[config.mk]
export PLATFORM = sky130hd
export DESIGN_NAME = three_bcd_down_counter
export DESIGN_NICKNAME = d
export VERILOG_FILES = /design/src/rtl/three_bcd_down_counter.sv
export SDC_FILE = /design/constraint.sdc
export NUM_CORES = 1
export LEC_CHECK = 0
export CAP_MARGIN = 5
export CORE_MARGIN = 10
export CORE_UTILIZATION = 40
export CTS_BUF_LIST = sky130_fd_sc_hd__clkbuf_4 sky130_fd_sc_hd__clkbuf_8
export CTS_CLUSTER_SIZE = 14
export DETAILED_ROUTE_END_ITERATION = 8
export GPL_TIMING_DRIVEN = 1
export PLACE_DENSITY = 0.72
export REMOVE_ABC_BUFFERS = 1
export SYNTH_ARGS = -nofsm -noshare
export SYNTH_HDL_FRONTEND = slang
export SYNTH_SLANG_ARGS = --single-unit
[constraint.sdc]
create_clock -name clk -period 3.8 [get_ports clk]
set_input_delay 0.95 -clock clk [delete_from_list [all_inputs] [get_ports clk]]
set_output_delay 0.95 -clock clk [all_outputs]
set_load 0.02 [all_outputs]
[src/rtl/three_bcd_down_counter.sv]
// ---------------------------------------------------------------------------
// three_bcd_down_counter
//
// Registered 3-digit packed-BCD down-counter. It is the decrementing
// counterpart of the three-digit BCD incrementor, and its load port accepts
// that block's output format unchanged.
//
// Parameters
//   WRAP  1: decrementing 000 gives 999.  0: the count saturates at 000.
//
// Ports
//   clk   in   1   rising-edge clock
//   rst   in   1   synchronous, active-high reset
//   load  in   1   parallel-load strobe (priority over en)
//   A     in  12   load value, packed BCD {hundreds, tens, units}
//   en    in   1   decrement enable
//   out   out 12   current count, packed BCD, same digit order as A
//   V     out  1   underflow pulse (borrow out of the hundreds digit)
//   zero  out  1   high while out == 000
//   err   out  1   pulse for a load rejected because A held a non-BCD nibble
//
// Per-cycle priority: rst > load > en > hold. Every output is registered.
// ---------------------------------------------------------------------------
module three_bcd_down_counter #(
  parameter bit WRAP = 1'b1
) (
  input  logic        clk,
  input  logic        rst,
  input  logic        load,
  input  logic [11:0] A,
  input  logic        en,
  output logic [11:0] out,
  output logic        V,
  output logic        zero,
  output logic        err
);

  // A nibble is a legal BCD digit when it is 0..9.
  function automatic logic digit_ok(input logic [3:0] d);
    return (d <= 4'd9);
  endfunction

  // The whole packed word is legal only when all three digits are.
  function automatic logic bcd_ok(input logic [11:0] v);
    return digit_ok(v[11:8]) & digit_ok(v[7:4]) & digit_ok(v[3:0]);
  endfunction

  // One digit of the borrow chain: returns {borrow_out, new_digit}.
  // A digit only moves when the stage below it borrows.
  function automatic logic [4:0] digit_dec(input logic [3:0] d,
                                           input logic       borrow_in);
    logic [4:0] r;
    if (!borrow_in) begin
      r = {1'b0, d};
    end else if (d == 4'd0) begin
      r = {1'b1, 4'd9};
    end else begin
      r = {1'b0, d - 4'd1};
    end
    return r;
  endfunction

  // Full three-digit decrement: returns {borrow_out_of_hundreds, new_value}.
  function automatic logic [12:0] bcd_dec(input logic [11:0] v);
    logic [4:0] u;
    logic [4:0] t;
    logic [4:0] h;
    u = digit_dec(v[3:0],  1'b1);
    t = digit_dec(v[7:4],  u[4]);
    h = digit_dec(v[11:8], t[4]);
    return {h[4], h[3:0], t[3:0], u[3:0]};
  endfunction

  logic [11:0] count_r;
  logic        v_r;
  logic        zero_r;
  logic        err_r;

  logic [11:0] count_next_s;
  logic        v_next_s;
  logic        err_next_s;
  logic [12:0] dec_s;

  assign dec_s = bcd_dec(count_r);

  // Next-state selection: load beats en, en beats hold.
  always_comb begin
    count_next_s = count_r;
    v_next_s     = 1'b0;
    err_next_s   = 1'b0;
    if (load) begin
      // A rejected load leaves the count alone and also swallows en.
      if (bcd_ok(A)) begin
        count_next_s = A;
      end else begin
        err_next_s = 1'b1;
      end
    end else if (en) begin
      if (dec_s[12]) begin
        // Borrow out of hundreds only happens from 000.
        v_next_s = 1'b1;
        if (WRAP) begin
          count_next_s = 12'h999;
        end else begin
          count_next_s = 12'h000;
        end
      end else begin
        count_next_s = dec_s[11:0];
      end
    end else begin
      count_next_s = count_r;
    end
  end

  // State and flag registers; zero is derived from the next count so it
  // always matches out in the same cycle.
  always_ff @(posedge clk) begin
    if (rst) begin
      count_r <= 12'h000;
      v_r     <= 1'b0;
      zero_r  <= 1'b1;
      err_r   <= 1'b0;
    end else begin
      count_r <= count_next_s;
      v_r     <= v_next_s;
      zero_r  <= (count_next_s == 12'h000);
      err_r   <= err_next_s;
    end
  end

  assign out  = count_r;
  assign V    = v_r;
  assign zero = zero_r;
  assign err  = err_r;

endmodule

==> flow_metrics.env <==
export IMPL_hold_buffers=0
export IMPL_first_pass_iters=4
export IMPL_drt_wl_total_um=2651
export IMPL_synth_common_cells="nor2_1, dfxtp_1, nor2b_1, o21ai_0, nand2_1"
export IMPL_hold_slack_ns=0.5234
export IMPL_initial_utilization_pct=41.58
export IMPL_synth_edf_count=0
export IMPL_synth_main_ff_cell="dfxtp_1"
export IMPL_final_nets=160
export IMPL_p_leak_nw=0.4653
export IMPL_cp_max_fo=7
export IMPL_clk_pin_slew_ns=0.09
export IMPL_ctsResizeCount=0
export IMPL_cap_violations=0
export IMPL_yosys_area_share_simple_pct=33.15
export IMPL_clk_latency_ns=0.27
export IMPL_gr_total_overflow=0
export IMPL_post_route_period_util_pct=77.16
export IMPL_fin_crit_ns=2.932
export IMPL_path_class="in2reg"
export IMPL_p_clk_share_pct=21.8
export IMPL_fp_dieW_um=67.49
export IMPL_synth_top_family_by_area="simple AND/OR/NAND/NOR gates"
export IMPL_ant_nets=0
export IMPL_synth_area_mux_share_pct=5.687
export IMPL_synth_xor_area_share_pct=0
export IMPL_io_pins=31
export IMPL_netlist_area_leader_share_pct=33.29
export IMPL_worstHoldPathType="reg2reg"
export IMPL_p_int_w=0.0002934
export IMPL_drv_slew=0
export IMPL_io_buffers=30
export IMPL_synth_most_common_cell="nor2_1"
export IMPL_critPathRequiredTime_ns=4.02
export IMPL_post_cts_buffers=0
export IMPL_cts_root_buffer="clkbuf_4"
export IMPL_ff2ff_setup_slack_ns=1.49
export IMPL_num_antenna_cells=0
export IMPL_fin_skew_ns=0.005560
export IMPL_yosys_area_top_type="dfxtp_1"
export IMPL_max_slew_margin_pct=64.84
export IMPL_yosysWarnings=0
export IMPL_syn_area_um2=902.1
export IMPL_tns_ns=0
export IMPL_power_density_nw_per_um2=343.9
export IMPL_drc_errors=0
export IMPL_antenna_found_initial=0
export IMPL_grt_use_total_pct=12.05
export IMPL_cts_buffer_depth=2
export IMPL_post_drt_wl_per_cell_um=15.69
export IMPL_seqPwrFrac_pct=43.1
export IMPL_rsz0062_at_grt="no"
export IMPL_synth_seq_cells=15
export IMPL_netlist_instances=110
export IMPL_placed_cells=165
export IMPL_cts_tree="built"
export IMPL_critPathLaunchType="input pin"
export IMPL_detail_route_iter0_violations=35
export IMPL_max_freq_mhz=341.1
export IMPL_synth_fa_ha_area_share_pct=2.774
export IMPL_hpwl_um=2162
export IMPL_setup_viol_count_final=0
export IMPL_synth_area_top_cells="dfxtp_1, nor2_1, mux2i_1"
export IMPL_clock_sinks=15
export IMPL_sw_frac_of_total_pct=32.07
export IMPL_p_sw_w=0.0001385
export IMPL_place_congestion=0.8245
export IMPL_synthArstFlopShare_pct=0
export IMPL_cts_buffers=3
export IMPL_grt_pass1_wl_um=4374
export IMPL_die_y_um=67.49
export IMPL_grt_max_degree=16
export IMPL_via_count=974
export IMPL_grt_pass1_vias=992
export IMPL_seq_area_frac_synth_pct=33.29
export IMPL_hold_violations=0
export IMPL_dieArea_um2=4555
export IMPL_power_total_w=0.0004320
export IMPL_worst_slew_pin_slew_ns=0.5258
export IMPL_synth_compound_area_share_pct=22.61
export IMPL_end_kind="register"
export IMPL_instances_no_fill=169
export IMPL_p_comb_share_pct=35.1
export IMPL_core_area_um2=2170
export IMPL_routed_via_density=5.763
export IMPL_cts_htree_levels=1
export IMPL_peakVddDrop_v=0.0002054
export IMPL_drive_gt1_share_pct=5.674
export IMPL_rows=17
export IMPL_synth_cell_type_count=38
export IMPL_synthToLayoutAreaGrowth_pct=39.25
export IMPL_crit_arrival_ns=3.15
export IMPL_avgSynthCellArea_um2=8.201
export IMPL_status="finished, final reports clean"
[state kept, by name, indices dropped and copies added, names as in the netlist]
register and count:
V 1, err 1, out 12, zero 1
[critical path, cell delays in order]
cell and delay, ns:
clkdlybuf4s50_1 0.57, nand4bb_1 0.29, or3_4 0.48, o311a_1 0.30
and3b_1 0.25, and4_1 0.18, a31o_1 0.14
[power groups by stage]
stage               Sequential [W]  Combinational [W]  Clock [W]
global route              0.000189           0.000167   0.000106
detailed placement        0.000189           0.000152          0
global placement          0.000189           0.000149          0
finish                    0.000186           0.000152  0.0000943
CTS                       0.000186           0.000152   0.000101
floorplan                 0.000202          0.0000719          0
[per-layer routing]
| layer | track usage, % | up-vias | part of all wire (%) |
|---|---|---|---|
| met1 | 12.82 | 456 | 40 |
| li1 | - | 479 | - |
| met3 | 4.793 | 4 | 10 |
| met5 | 0 | - | 0 |
| met2 | 20.42 | 35 | 48 |
| met4 | 5.641 | 0 | 1.1 |
[cells by family after synthesis]
group	after synthesis
AND/OR/NAND/NOR	52
AO/OA/AOI/OAI	30
flip-flops	15
buffers and inverters	6
multiplexers	5
adder cells (fa/ha/maj)	2
[cell type report]
type                       count  area (µm²)
timing repair buffer          30       300.3
sequential                    15       300.3
tap                           28       35.03
fill                         229       913.4
multi-input combinational     89       579.3
clock buffer                   4       30.03
inverter                       3       11.26
[stage by stage]
| stage | area, µm² | util (%) | setup slack, ns |
|---|---|---|---|
| floorplan | 890.9 | - | 1.384 |
| CTS | 1256 | 57.90 | 0.8766 |
| global route | 1256 | 57.90 | 0.6762 |
| detailed placement | 1226 | 56.52 | 0.5839 |
| finish | 1256 | 57.90 | 0.8679 |
| global placement | 1226 | 56.52 | 0.6563 |
[final timing paths]
kind | from | endpoint | cells past startpoint
min reg2reg | out[11] | V | 1
max reg2reg | out[0] | zero | 8
min | out[11] | V | 1
max | en | zero | 7
[placed cells by master, fill, tap and decap left out, types with 2 or more instances in the layout]
master	n
a21oi_1	3
a31oi_1	3
nor2_1	18
clkbuf_4	4
nor3_1	2
nand2_1	5
o21ai_1	2
nand4_1	2
o21a_1	2
ha_1	2
dfxtp_1	15
nand3_1	4
and4_1	3
o311ai_0	2
and3b_1	2
nor2b_1	6
clkdlybuf4s50_1	30
or4_1	2
o21ai_0	6
mux2i_1	4
a211oi_1	2
inv_1	3
and3_1	2
a211o_1	2
No activity file was read; power rests on OpenSTA's default activity.
